--- src/rtl/vga_pkg.sv ---
// Shared types and constants for the VGA frame-buffer path.
// Holds the arbiter FSM state type, default resolution and pixel widths.
package vga_pkg;

   typedef enum logic [1:0] {
      IDLE,
      READ_WAIT,
      RESPOND
   } fb_state_t;

   typedef enum logic [1:0] {
      BLACK_AND_WHITE,
      GRAY_SCALE,
      RGB
   } color_mode_t;

   localparam int DEF_WIDTH    = 640;
   localparam int DEF_HEIGHT   = 480;

   localparam int PIXEL_W_BW   = 1;
   localparam int PIXEL_W_GRAY = 8;
   localparam int PIXEL_W_RGB  = 24;

   localparam int STALL_W      = 4;

   function automatic int pixel_w(input color_mode_t m);
      unique case (m)
         BLACK_AND_WHITE: return PIXEL_W_BW;
         GRAY_SCALE:      return PIXEL_W_GRAY;
         default:         return PIXEL_W_RGB;
      endcase
   endfunction

endpackage

--- src/rtl/vga_fb_arbiter.sv ---
// Frame-buffer RAM port arbiter: scan-out fetcher vs CPU bus slave.
// Ports: clk/rst_n; CPU bus (read/write request, address, data,
// response); scan-out fetch (req, addr, gnt, valid, data); RAM port.
module vga_fb_arbiter
   import vga_pkg::*;
#(
   parameter int VGA_WIDTH  = DEF_WIDTH,
   parameter int VGA_HEIGHT = DEF_HEIGHT,
   parameter int PIXEL_W    = PIXEL_W_RGB,
   parameter int MAX_STALL  = 4,
   localparam int ADDR_W    = $clog2(VGA_WIDTH*VGA_HEIGHT)
) (
   input  logic               clk,
   input  logic               rst_n,
   input  logic               read_request_i,
   input  logic               write_request_i,
   input  logic [31:0]        address_i,
   input  logic [31:0]        write_data_i,
   output logic [31:0]        read_data_o,
   output logic               response_o,
   input  logic               fetch_req_i,
   input  logic [ADDR_W-1:0]  fetch_addr_i,
   output logic               fetch_gnt_o,
   output logic               fetch_valid_o,
   output logic [PIXEL_W-1:0] fetch_data_o,
   output logic               mem_en_o,
   output logic               mem_we_o,
   output logic [ADDR_W-1:0]  mem_addr_o,
   output logic [PIXEL_W-1:0] mem_wdata_o,
   input  logic [PIXEL_W-1:0] mem_rdata_i
);

   localparam int AW1 = ADDR_W + 1;
   localparam logic [ADDR_W:0] NPIX =
      AW1'(VGA_WIDTH * VGA_HEIGHT);
   localparam logic [STALL_W-1:0] MAX_S =
      STALL_W'(MAX_STALL);

   fb_state_t           state;
   logic [STALL_W-1:0]  stall;
   logic                rd_oor;

   logic [ADDR_W-1:0]   cpu_idx;
   logic                in_range;
   logic                idle;
   logic                cpu_pend;
   logic                fetch_win;
   logic                cpu_gnt;
   logic                unused_bits;

   assign cpu_idx  = address_i[ADDR_W+1:2];
   assign in_range = {1'b0, cpu_idx} < NPIX;
   assign idle     = (state == IDLE);
   assign cpu_pend = idle &
                     (read_request_i | write_request_i);

   // Scan-out wins everywhere except IDLE with the stall
   // counter at its limit, which forces the CPU slot.
   assign fetch_win = fetch_req_i &
                      (!idle || (stall < MAX_S));

   // Grants are gated by rst_n so every output reads 0 the
   // moment reset is asserted, even with requests held high.
   assign cpu_gnt     = rst_n & cpu_pend & !fetch_win;
   assign fetch_gnt_o = rst_n & fetch_win;

   // Out-of-range CPU accesses keep their timing but never
   // touch the RAM.
   assign mem_en_o = fetch_gnt_o | (cpu_gnt & in_range);
   assign mem_we_o = cpu_gnt & write_request_i & in_range;

   always_comb begin
      mem_addr_o  = '0;
      mem_wdata_o = '0;
      if (cpu_gnt)
         mem_addr_o = cpu_idx;
      else if (fetch_gnt_o)
         mem_addr_o = fetch_addr_i;
      if (mem_we_o)
         mem_wdata_o = write_data_i[PIXEL_W-1:0];
   end

   assign fetch_data_o = rst_n ? mem_rdata_i : '0;

   assign unused_bits = ^{address_i[31:ADDR_W+2],
                          address_i[1:0],
                          write_data_i[31:PIXEL_W]};

   always_ff @(posedge clk or negedge rst_n) begin
      if (!rst_n) begin
         state         <= IDLE;
         stall         <= '0;
         rd_oor        <= 1'b0;
         response_o    <= 1'b0;
         read_data_o   <= '0;
         fetch_valid_o <= 1'b0;
      end else begin
         fetch_valid_o <= fetch_gnt_o;
         response_o    <= 1'b0;
         unique case (state)
            IDLE: begin
               if (cpu_gnt) begin
                  stall  <= '0;
                  rd_oor <= !in_range;
                  if (write_request_i) begin
                     state      <= RESPOND;
                     response_o <= 1'b1;
                  end else begin
                     state <= READ_WAIT;
                  end
               end else if (cpu_pend) begin
                  // CPU lost to scan-out this cycle.
                  if (stall != '1)
                     stall <= stall + 1'b1;
               end else begin
                  stall <= '0;
               end
            end
            READ_WAIT: begin
               read_data_o <= rd_oor ? '0 : 32'(mem_rdata_i);
               state       <= RESPOND;
               response_o  <= 1'b1;
            end
            RESPOND: begin
               // Request is not re-sampled here; master drops it.
               state <= IDLE;
            end
            default: state <= IDLE;
         endcase
      end
   end

endmodule
--- config.mk ---
export PLATFORM = sky130hd
export DESIGN_NAME = vga_fb_arbiter
export DESIGN_NICKNAME = d
export VERILOG_FILES = /design/src/rtl/vga_pkg.sv /design/src/rtl/vga_fb_arbiter.sv
export SDC_FILE = /design/constraint.sdc
export NUM_CORES = 1
export LEC_CHECK = 0
export CELL_PAD_IN_SITES_DETAIL_PLACEMENT = 2
export CELL_PAD_IN_SITES_GLOBAL_PLACEMENT = 2
export CORE_UTILIZATION = 15
export CTS_CLUSTER_SIZE = 8
export DETAILED_ROUTE_END_ITERATION = 12
export PLACE_DENSITY_LB_ADDON = 0.1
export SETUP_SLACK_MARGIN = 0.15
export SLEW_MARGIN = 0
export SYNTH_ARGS = -nofsm -noshare
export SYNTH_HDL_FRONTEND = slang
export SYNTH_SLANG_ARGS = --single-unit
--- constraint.sdc ---
create_clock -name clk -period 2.9 [get_ports clk]
set_clock_uncertainty 0.05 [all_clocks]
set_input_delay 0.87 -clock clk [delete_from_list [all_inputs] [get_ports clk]]
set_output_delay 0.87 -clock clk [all_outputs]
set_load 0.03 [all_outputs]
Yosys cells after proc, flatten, opt, wreduce, memory -nomap -nowiden
Cells that the tools add are included.
W data, S select, Z words.
{"block": "totals", "regBits": 41, "input_bits": 112, "output_inout_bits": 104, "elab_cells": 44}
{"block": "op_classes", "bitwise_logic": 10, "n_reduce_logical": 7, "n_mux": 14, "n_addsub": 1, "n_eq_ne": 4, "magnitude_cmp": 2}
{"cell": "$mux W24", "n": 3}
{"cell": "$mux W19", "n": 2}
{"cell": "$lt A19 B19 Y1 const B", "n": 1}
{"cell": "$mux W4", "n": 3}
{"cell": "$and A1 B1 Y1", "n": 8}
{"cell": "$add A4 B1 Y4 const B", "n": 1}
{"cell": "$lt A4 B3 Y1 const B", "n": 1}
{"cell": "$mux W2", "n": 2}
{"cell": "$ne A4 B4 Y1 const B", "n": 1}
{"cell": "$pmux W2 S2", "n": 1}
{"cell": "$reduce_and A2 Y1", "n": 2}
{"cell": "$logic_not A1 Y1", "n": 3}
{"cell": "$ne A3 B1 Y1 const B", "n": 1}
{"cell": "$eq A2 B1 Y1 const B", "n": 1}
{"cell": "$logic_not A2 Y1", "n": 1}
{"cell": "$mux W1", "n": 2}
{"cell": "$ne A2 B1 Y1 const B", "n": 1}
{"cell": "$or A1 B1 Y1", "n": 2}
{"cell": "$pmux W1 S2", "n": 1}
{"cell": "$logic_or A1 B1 Y1", "n": 1}

Depth between registers and ports, before layout
Gate-level depths: netlist of run 1.
{"block": "logic_depth", "ltp_word": 9, "ltp_mapped": 5, "ltp_nobuf": 4}

Worst setup path after synthesis of run 1
Ideal clock, no wire load.
{"block": "synth_timing", "kind": "input to output", "from": "input port address_i[16]", "to": "output port mem_wdata_o[0]", "required_ns": 1.980, "path_stages": 4, "path_buffers": 1, "setup_slack_ns": -0.585, "arrival_time_ns": 2.565, "path_cell_list": "a211oi_1 -> a21boi_1 -> clkbuf_1 -> nor4b_1"}
{"block": "synth_via", "elab_chain_len": 3}
{"item": "start, declared", "line": "vga_fb_arbiter.sv:17", "rtl": "input logic [31:0] address_i,"}
{"item": "$lt A19 B19 Y1", "line": "vga_fb_arbiter.sv:52", "rtl": "assign in_range = {1'b0, cpu_idx} < NPIX;"}
{"item": "$and A1 B1 Y1", "line": "vga_fb_arbiter.sv:70", "rtl": "assign mem_we_o = cpu_gnt & write_request_i & in_range;"}
{"item": "$mux W24", "line": "vga_fb_arbiter.sv:79", "rtl": "if (mem_we_o)"}
{"item": "end, declared", "line": "vga_fb_arbiter.sv:29", "rtl": "output logic [PIXEL_W-1:0] mem_wdata_o,"}
Every way passes these cells.

Final worst setup path of run 1
{"block": "layout_timing", "from": "register state[1]", "to": "output port mem_wdata_o[0]"}
{"block": "layout_via", "elab_chain_len": 9, "elab_cells_between_ends": 11, "classes_between": "1 x mux; 6 x bitwise; 4 x reduce/logical"}
{"item": "start, declared", "line": "vga_fb_arbiter.sv:39", "rtl": "fb_state_t state;"}
{"item": "start signal, assigned", "line": "vga_fb_arbiter.sv:91", "rtl": "state <= IDLE;"}
{"item": "start signal, assigned", "line": "vga_fb_arbiter.sv:106", "rtl": "state <= RESPOND;"}
{"item": "start signal, assigned", "line": "vga_fb_arbiter.sv:109", "rtl": "state <= READ_WAIT;"}
{"item": "$logic_not A2 Y1 (*)", "line": "vga_fb_arbiter.sv:53", "rtl": "assign idle = (state == IDLE);"}
{"item": "$logic_not A1 Y1", "line": "vga_fb_arbiter.sv:60", "rtl": "(!idle || (stall < MAX_S));"}
{"item": "$logic_or A1 B1 Y1", "line": "vga_fb_arbiter.sv:60"}
{"item": "$and A1 B1 Y1", "line": "vga_fb_arbiter.sv:59", "rtl": "assign fetch_win = fetch_req_i &"}
{"item": "$logic_not A1 Y1", "line": "vga_fb_arbiter.sv:64", "rtl": "assign cpu_gnt = rst_n & cpu_pend & !fetch_win;"}
{"item": "$and A1 B1 Y1 (*)", "line": "vga_fb_arbiter.sv:64"}
{"item": "$and A1 B1 Y1 (*) (2 in a row)", "line": "vga_fb_arbiter.sv:70"}
{"item": "$mux W24 (*)", "line": "vga_fb_arbiter.sv:79"}
Every way passes the cells marked *; elsewhere a longest branch is shown, timed or not.

==> reports/metrics.cfg, run 1 <==
[run_status]
status=finished with violations
violations=setup timing

[sta]
tns_ns=-4.47
period_minus_slack_ns=3.11
period_share=1.07
finalSetupViolations=42
fmax_mhz=322
tightest_slew_ns=0.834
relSlewSlack=0.444
final-hold-violation-count=0
maxSlewViolCount=0
worst_slack_ns=-0.209
holdWs_ns=0.430
rsz0062_at_grt=yes

[place]
place_congestion=0.691
place_hpwl_mm=7.00
place_area_sq_um=4520
numPortBuffers=186

[routing]
firstDrtPassIters=4
via_count=2717
ant_nets=0
drt_wl_total_mm=10.1
routed_via_density=4.25
routedWlPerCell_microns=15.9
drtIter0Drc=56
drc=0

[yosys]
ys_ff_latch=33
synthTopCellsByArea=dfrtp_1 (37%), a32o_1 (8.6%), nor4b_1 (7.9%)
synth_area_per_cell_sq_um=9.14
yosysWarnings=0
synthCells=242
yosysUniqueCellTypes=35
synth_top_area_frac=0.373
yosysTopAreaCell=dfrtp_1
yosysSeqAreaShare=0.373
syn_area_sq_um=2210

[power]
ir_drop_mv=0.206
total_power_mw=3.33
powerDensity_nw_per_um2=619
leakage_nw=2.36

[critical_path]
critical_path_buf_inv_count=2
cp-end-kind=primary output
startpoint_type=flop
path_class=flop to primary output
crit_path_cell_trace=or2_1 > a2111o_2 > buf_12 > nor4b_4 > buf_6
critical_path.max_fanout=8
worstPathArrival_ns=2.19
cp_slowest_stage_delay_ns=0.59
critical-path-slowest-cell=a2111o_2
critical_path_required_ns=1.98
critPathTopFamily=compound AO/OA/AOI/OAI gates

[global_routing]
grt_pass1_wl_mm=15.5
antenna_found_initial=0
gr-usage-all-layers=0.131
grt_max_degree=51
grt-ovfl-total=0
grt_pass1_vias=2958

[final_layout]
drive_above_1_share=0.400
utilization=0.371
final_nets=568
regArea_sq_um=826
fill_cells=1548
fin_area_sq_um=5380
diodes=0
multiInputGateArea_sq_um=1650
area_growth_pct=143

[die]
start_util=0.153
die_h_microns=123
dieWidth_microns=123
io_pins=216
core_area_sq_um=14500
fp-row-count=44
dieArea_sq_um=15200

[clock_network]
h-tree-depth=2
clk-insertion-delay-late_ns=0.27
holdBufCountCts=0
cts.reportedPaths.clkPinSlew_ns=0.05
tritoncts=built
numClockSinks=33
numCtsBuffers=5
root_buffer=clkbuf_16
clockBufferDepth=2

[run]
drv_cap=0

[hold_path]
hold_class=flop to flop

[final cells by class]
type,instances,area share
Inverter,4,0.00396
Sequential cell,33,0.154
Multi-Input combinational cell,181,0.308
Timing Repair Buffer,230,0.466
Tap cell,184,0.0428
Clock buffer,7,0.0265
[worst reg2reg max path: stages (launching register included)]
cell	delay (ns)
dfrtp_1	0.38
or2_1	0.27
a2111o_2	0.59
clkbuf_16	0.23
buf_12	0.13
buf_4	0.13
buf_4	0.12
o21ai_0	0.16
[worst paths after layout]
check,start,endpoint,slack [ns],cells after the start
hold / removal,read_data_o[18],read_data_o[18],0.43,2
max in group asynchronous,rst_n,read_data_o[3],1.91,3
setup reg to reg,state[1],response_o,0.74,7
setup / recovery,state[1],mem_wdata_o[0],-0.21,5
min in group asynchronous,rst_n,stall[1],0.64,3
hold reg to reg,read_data_o[18],read_data_o[18],0.43,2
[power breakdown]
group          switching, mW  total [mW]  internal [mW]  leakage (nW)
Combinational           1.05        2.02          0.970          1.86
Sequential             0.139       0.789          0.650         0.429
Clock                  0.182       0.519          0.337        0.0700
Total                   1.37        3.33           1.96          2.36
[cells in the mapped netlist]
cell,n
or3b_2,1
clkinv_1,1
nand2b_1,25
a2111oi_2,1
buf_2,4
buf_1,2
ha_1,1
or2_1,1
buf_6,2
dfrtp_1,33
and2_1,25
conb_1,1
mux2_2,2
nor3_1,2
nand3_1,3
nor4b_4,1
nand3b_1,1
nor2_1,4
mux2i_1,1
o21a_1,1
o31ai_1,1
a32o_1,19
a21o_1,1
inv_1,3
nor4b_2,4
a2111o_1,1
clkbuf_1,15
a21boi_1,1
nor4b_1,20
buf_4,8
a211oi_1,2
nand2_1,24
a21oi_1,1
o21ai_0,26
o2bb2ai_1,4
[cell usage in the layout (no fill, tap or decap), drive strengths merged]
cell type / netlist / final
or3b: 1 / 1
nand3: 3 / 3
conb: 1 / 8
or2: 1 / 1
mux2: 2 / 2
a21boi: 1 / 1
a211oi: 2 / 2
o21ai: 26 / 26
and2: 25 / 25
o21a: 1 / 1
o2bb2ai: 4 / 4
nor3: 2 / 2
mux2i: 1 / 1
a21oi: 1 / 1
inv: 3 / 3
nand2: 24 / 24
a2111oi: 1 / 1
nor4b: 25 / 25
dlygate4sd2: 0 / 3
nand2b: 25 / 25
nor2: 4 / 4
ha: 1 / 1
a2111o: 1 / 1
a21o: 1 / 1
clkinv: 1 / 1
nand3b: 1 / 1
clkdlybuf4s50: 0 / 105
buf: 16 / 120
clkbuf: 15 / 9
dfrtp: 33 / 33
o31ai: 1 / 1
a32o: 19 / 19
[state kept, by name, indices dropped and copies added, names as in the netlist]
name	flops
state	2
stall	4
rd_oor	1
read_data_o	24
response_o	1
fetch_valid_o	1
[kinds of logic (layout without fill, tap and decap cells)]
logic type,count (synthesis),count (layout),share of synthesized area
buffers and inverters,35,241,0.0820
other,1,8,0.00170
and+or+nand+nor,111,111,0.327
adders and majority gates,1,1,0.00566
muxes,3,3,0.0147
DFF,33,33,0.373
AOI/OAI and AO/OA,58,58,0.195
[stage by stage]
| step | instances | worst slack (ns) |
|---|---|---|
| 3_3_place_gp | 606 | -0.503 |
| 2_1_floorplan | 249 | -0.0684 |
| 5_1_grt | 639 | -0.285 |
| 4_1_cts | 634 | -0.257 |
| 3_5_place_dp | 606 | -0.582 |
| 6_report | 639 | -0.209 |
[repair_timing]
action,in CTS,in global routing
buffers inserted,13,4
pin swaps,17,8
endpoints found under the setup margin,70,46
gates resized for setup,92,39
gates cloned,8,1
[routing by layer]
metal / vias to the layer above / wire length [microns] / global-route usage
met5: - / 0 / 0
met4: 0 / 54 / 0.0248
met3: 2 / 739 / 0.0327
met2: 114 / 5230 / 0.237
met1: 1319 / 4110 / 0.155
li1: 1282 / - / -
(Power assumes the default switching activity.)
==> run 2: changes to the inputs <==
- CORE_UTILIZATION: 15 -> 16
- RECOVER_POWER: unset -> 50
- clock period: 2.9 -> 3.85 ns (I/O delays scaled with it)
==> reports/metrics.cfg, run 2 (synthesis results as in run 1) <==
[run_status]
status=finished with violations
violations=capacitance limit, slew limit

[sta]
period_minus_slack_ns=3.75
period_share=0.975
relSlewSlack=-0.118
tightest_slew_ns=1.68
fmax_mhz=266
final-hold-violation-count=0
rsz0062_at_grt=yes
maxSlewViolCount=51
finalSetupViolations=0

[routing]
via_count=2658
routedWlPerCell_microns=16.7
drc=0
routed_via_density=4.33
drt_wl_total_mm=10.3
drtIter0Drc=43
firstDrtPassIters=3
ant_nets=0

[power]
p_int_mw=1.34
powerDensity_nw_per_um2=476
p_seq_frac=0.258
net-switching-power_mw=1.02
ir_drop_mv=0.154
leakage_nw=2.14
p_comb_frac=0.578
p_clk_frac=0.165
switching_share=0.432

[place]
place_area_sq_um=4190
numPortBuffers=186
place_hpwl_mm=7.14
place_congestion=0.709

[final_layout]
largest_register_ffs=24
layout_common_cells=clkdlybuf4s50_1 (96), buf_4 (49), dfrtp_1 (33)
utilization=0.371
largest_registers=read_data_o x24, stall x4, state x2
regMostFlops=read_data_o
diodes=0
mostFrequentLayoutCell=clkdlybuf4s50_1
area_growth_pct=124
drive_above_1_share=0.313
final_nets=550
fin_area_sq_um=4950

[critical_path]
startpoint_type=input port
rr_worst_depth=2
critical_path.max_fanout=9
worstPathArrival_ns=2.55
cp-end-kind=primary output
critical_path_required_ns=2.64
path_class=input port to primary output

[global_routing]
grt_pass1_vias=3000
gr-usage-all-layers=0.144
grt_util_met1=0.164
grt_pass1_wl_mm=16.1
met3_usage=0.0623
grt_busiest_layer=met2
grt_max_degree=51
grt-ovfl-total=0
globalRouteMet2Util=0.247
antenna_found_initial=0

[die]
fp-row-count=42
start_util=0.166
core_area_sq_um=13300
dieWidth_microns=120
dieArea_sq_um=14300
io_pins=216
die_h_microns=120

[clock_network]
numCtsBuffers=5
root_buffer=clkbuf_16
clockBufferDepth=2
holdBufCountCts=0
cts.reportedPaths.clkPinSlew_ns=0.05
clk-insertion-delay-late_ns=0.28
h-tree-depth=2
tritoncts=built
numClockSinks=33

[hold_path]
hold_path_depth=2
hold_class=flop to flop

[run]
drv_cap=1

[run 2: per-stage QoR]
stage | std cells | total power, mW | hold WS [ns] | setup WS, ns | TNS [ns]
5_1_grt | 614 | 2.51 | 0.449 | 0.0624 | 0
2_1_floorplan | 249 | 1.30 | 0.447 | -0.205 | -3.36
6_report | 614 | 2.36 | 0.423 | 0.0960 | 0
4_1_cts | 613 | 2.43 | 0.437 | 0.143 | 0
3_5_place_dp | 597 | 1.89 | 0.424 | -0.309 | -5.69
3_3_place_gp | 597 | 1.86 | 0.413 | -0.238 | -5.19
[run 2: timing repair]
action | 4_1_cts | 5_1_grt
hold endpoints to repair | 0 | 0
resized for setup | 109 | 14
setup endpoints to repair | 45 | 25
buffers inserted | 3 | 1
pin swaps | 29 | 3
gates cloned | 5 | 0
[run 2: final cells by class]
cell class / instances / area, sq um
multi-input cells: 181 / 1580
well taps: 176 / 220
clock inverters: 2 / 10.0
clock buffers: 6 / 129
flip-flops and latches: 33 / 826
repair buffers: 212 / 2170
inverters: 4 / 17.5
fillers: 1446 / 8390
[run 2: power by group through the flow]
| stage | registers, mW | clock network (mW) | logic [mW] |
|---|---|---|---|
| after detailed placement | 0.622 | 0 | 1.27 |
| final | 0.608 | 0.389 | 1.36 |
| after floorplan | 0.816 | 0 | 0.483 |
| after CTS | 0.617 | 0.408 | 1.41 |
| after global routing | 0.635 | 0.416 | 1.46 |
| after global placement | 0.615 | 0 | 1.24 |
[run 2: worst paths after layout]
check                                 from              end  slack, ns
setup / recovery                     rst_n   mem_wdata_o[6]        0.1
hold / removal             read_data_o[13]  read_data_o[13]       0.42
setup reg to reg                  state[1]  read_data_o[23]       1.65
hold reg to reg            read_data_o[13]  read_data_o[13]       0.42
max in group asynchronous            rst_n         stall[1]       2.33
min in group asynchronous            rst_n  read_data_o[21]       0.98
[run 2: worst max-delay path, stage by stage]
cell	delay (ns)
buf_8	0.08
inv_4	0.03
a2111o_1	0.55
buf_12	0.25
nor4b_4	0.30
buf_6	0.17
[run 2: per-layer routing]
metal,up-vias,routed length (microns)
met5,-,0
met4,0,88
met3,6,1150
met2,134,4980
met1,1274,4040
li1,1244,-
==> run 3: changes to the inputs <==
- ABC_AREA: unset -> 1
- CORE_UTILIZATION: 16 -> 15
==> reports/metrics.cfg, run 3 <==
[run_status]
status=finished with violations
violations=capacitance limit, slew limit

[clock_network]
numClockSinks=33
numCtsBuffers=5
clockBufferDepth=2
tritoncts=built
root_buffer=clkbuf_16
cts.reportedPaths.clkPinSlew_ns=0.05
h-tree-depth=2
clk-insertion-delay-late_ns=0.28

[die]
io_pins=216
fp-row-count=44
start_util=0.153
dieWidth_microns=124
die_h_microns=124
core_area_sq_um=14500
dieArea_sq_um=15300

[final_layout]
layout_common_cells=clkdlybuf4s50_1 (109), nand2_1 (65), inv_1 (59)
regMostFlops=read_data_o
fin_area_sq_um=4820
area_growth_pct=118
drive_above_1_share=0.231
mostFrequentLayoutCell=clkdlybuf4s50_1
largest_registers=read_data_o x24, stall x4, state x2
largest_register_ffs=24
fill_cells=1679
diodes=0
final_nets=629

[yosys]
ys_ff_latch=33
yosysWarnings=0
yosysUniqueCellTypes=23
async_reset_ff_frac=1.00
synth_area_per_cell_sq_um=7.12
synth-edff-count=0
yosysSeqAreaShare=0.373
synthTopCellsByArea=dfrtp_1 (37%), nand2_1 (11%), inv_1 (10%)
synthTopCellsByCount=nand2_1 (67), inv_1 (60), dfrtp_1 (33)
yosysTopAreaCell=dfrtp_1
syn_area_sq_um=2210
synthCells=311
synth_top_area_frac=0.373
yosysMostFrequentCell=nand2_1
synth_flop_cell=dfrtp_1

[sta]
tightest_slew_ns=1.71
fmax_mhz=275
period_share=0.943
holdWs_ns=0.457
maxSlewViolCount=25
finalSetupViolations=0
period_minus_slack_ns=3.63
rsz0062_at_grt=no
final-hold-violation-count=0
relSlewSlack=-0.143

[global_routing]
grt_pass1_vias=3110
grt_max_degree=39
antenna_found_initial=0
globalRouteMet2Util=0.235
met3_usage=0.0586
grt_util_met1=0.162
grt-ovfl-total=0
gr-usage-all-layers=0.140
grt_pass1_wl_mm=16.4
grt_busiest_layer=met2

[power]
leakage_nw=2.46
ir_drop_mv=0.163
powerDensity_nw_per_um2=468

[routing]
ant_nets=0
drc=0
routedWlPerCell_microns=15.3
firstDrtPassIters=4
drt_wl_total_mm=10.7
routed_via_density=4.10
drtIter0Drc=52
via_count=2868

[critical_path]
crit_top_cell=clkdlybuf4s50_1
path_class=input port to primary output
critical_path.max_fanout=2
worstPathArrival_ns=2.43
critical_path_buf_inv_count=3
startpoint_type=input port
critical-path-slowest-cell=clkdlybuf4s50_1
cp_slowest_stage_delay_ns=0.65
critPathTopFamily=buffers and inverters
crit_path_cell_trace=clkdlybuf4s50_1 > nand2_1 > inv_1 > clkdlybuf4s50_1
cp-end-kind=primary output
critical_path_required_ns=2.64

[place]
place_hpwl_mm=7.92
place_area_sq_um=4240
numPortBuffers=186
place_congestion=0.667

[run]
drv_cap=1

[hold_path]
hold_class=flop to flop

## run 3: per-layer routing
| layer | wire (microns) | vias up | part of all wire |
|---|---|---|---|
| met2 | 5090 | 142 | 0.48 |
| li1 | - | 1365 | - |
| met4 | 147 | 0 | 0.014 |
| met1 | 4270 | 1352 | 0.40 |
| met3 | 1170 | 9 | 0.11 |
| met5 | 0 | - | 0 |
## run 3: kinds of logic after synthesis
| logic type | after synthesis | synth area share |
|---|---|---|
| AOI/OAI and AO/OA | 52 | 0.147 |
| adders and majority gates | 1 | 0.00565 |
| buffers and inverters | 88 | 0.179 |
| DFF | 33 | 0.373 |
| other | 1 | 0.00169 |
| and+or+nand+nor | 136 | 0.294 |
## run 3: final timing paths
check	startpoint	endpoint	slack, ns	depth (start not counted)
setup / recovery	mem_rdata_i[21]	fetch_data_o[21]	0.22	4
hold / removal	read_data_o[2]	read_data_o[2]	0.46	2
setup reg to reg	state[0]	read_data_o[0]	1.13	4
hold reg to reg	read_data_o[2]	read_data_o[2]	0.46	2
max in group asynchronous	rst_n	read_data_o[2]	1.98	2
min in group asynchronous	rst_n	read_data_o[6]	0.87	2
## run 3: power breakdown
part           leakage [nW]  total [mW]  internal (mW)  switching, mW
Clock                0.0655       0.373          0.231          0.142
Sequential            0.426       0.578          0.494         0.0841
Combinational          1.97        1.30          0.537          0.767
## run 3: worst reg2reg max path: stages, from the launching register on
cell and delay (ns):
dfrtp_1 0.43, inv_1 0.41, nor2_1 1.42, nand3_1 0.21
nand2_1 0.13
## run 3: final cells by class
| type | instances | area [sq um] | area share |
|---|---|---|---|
| clock buffers | 5 | 125 | 0.0260 |
| flip-flops and latches | 33 | 826 | 0.171 |
| clock inverters | 1 | 5.00 | 0.00104 |
| repair buffers | 214 | 2210 | 0.458 |
| well taps | 184 | 230 | 0.0478 |
| multi-input cells | 200 | 1180 | 0.245 |
| inverters | 62 | 245 | 0.0509 |
## run 3: per-stage QoR
step | power [mW] | cells | utilization | worst slack [ns] | TNS (ns)
floorplan | 1.24 | 318 | - | 0.267 | 0
global placement | 1.82 | 678 | 0.293 | -0.198 | -5.38
detailed placement | 1.85 | 678 | 0.293 | -0.257 | -6.85
CTS | 2.33 | 697 | 0.333 | 0.162 | 0
global route | 2.40 | 699 | 0.333 | 0.113 | 0
finish | 2.25 | 699 | 0.333 | 0.218 | 0
## run 3: timing repair
action	CTS	global route
hold buffers	0	0
gates resized for setup	81	12
cloned	5	0
buffers inserted	8	2
pin swaps	13	8
endpoints found under the setup margin	45	37
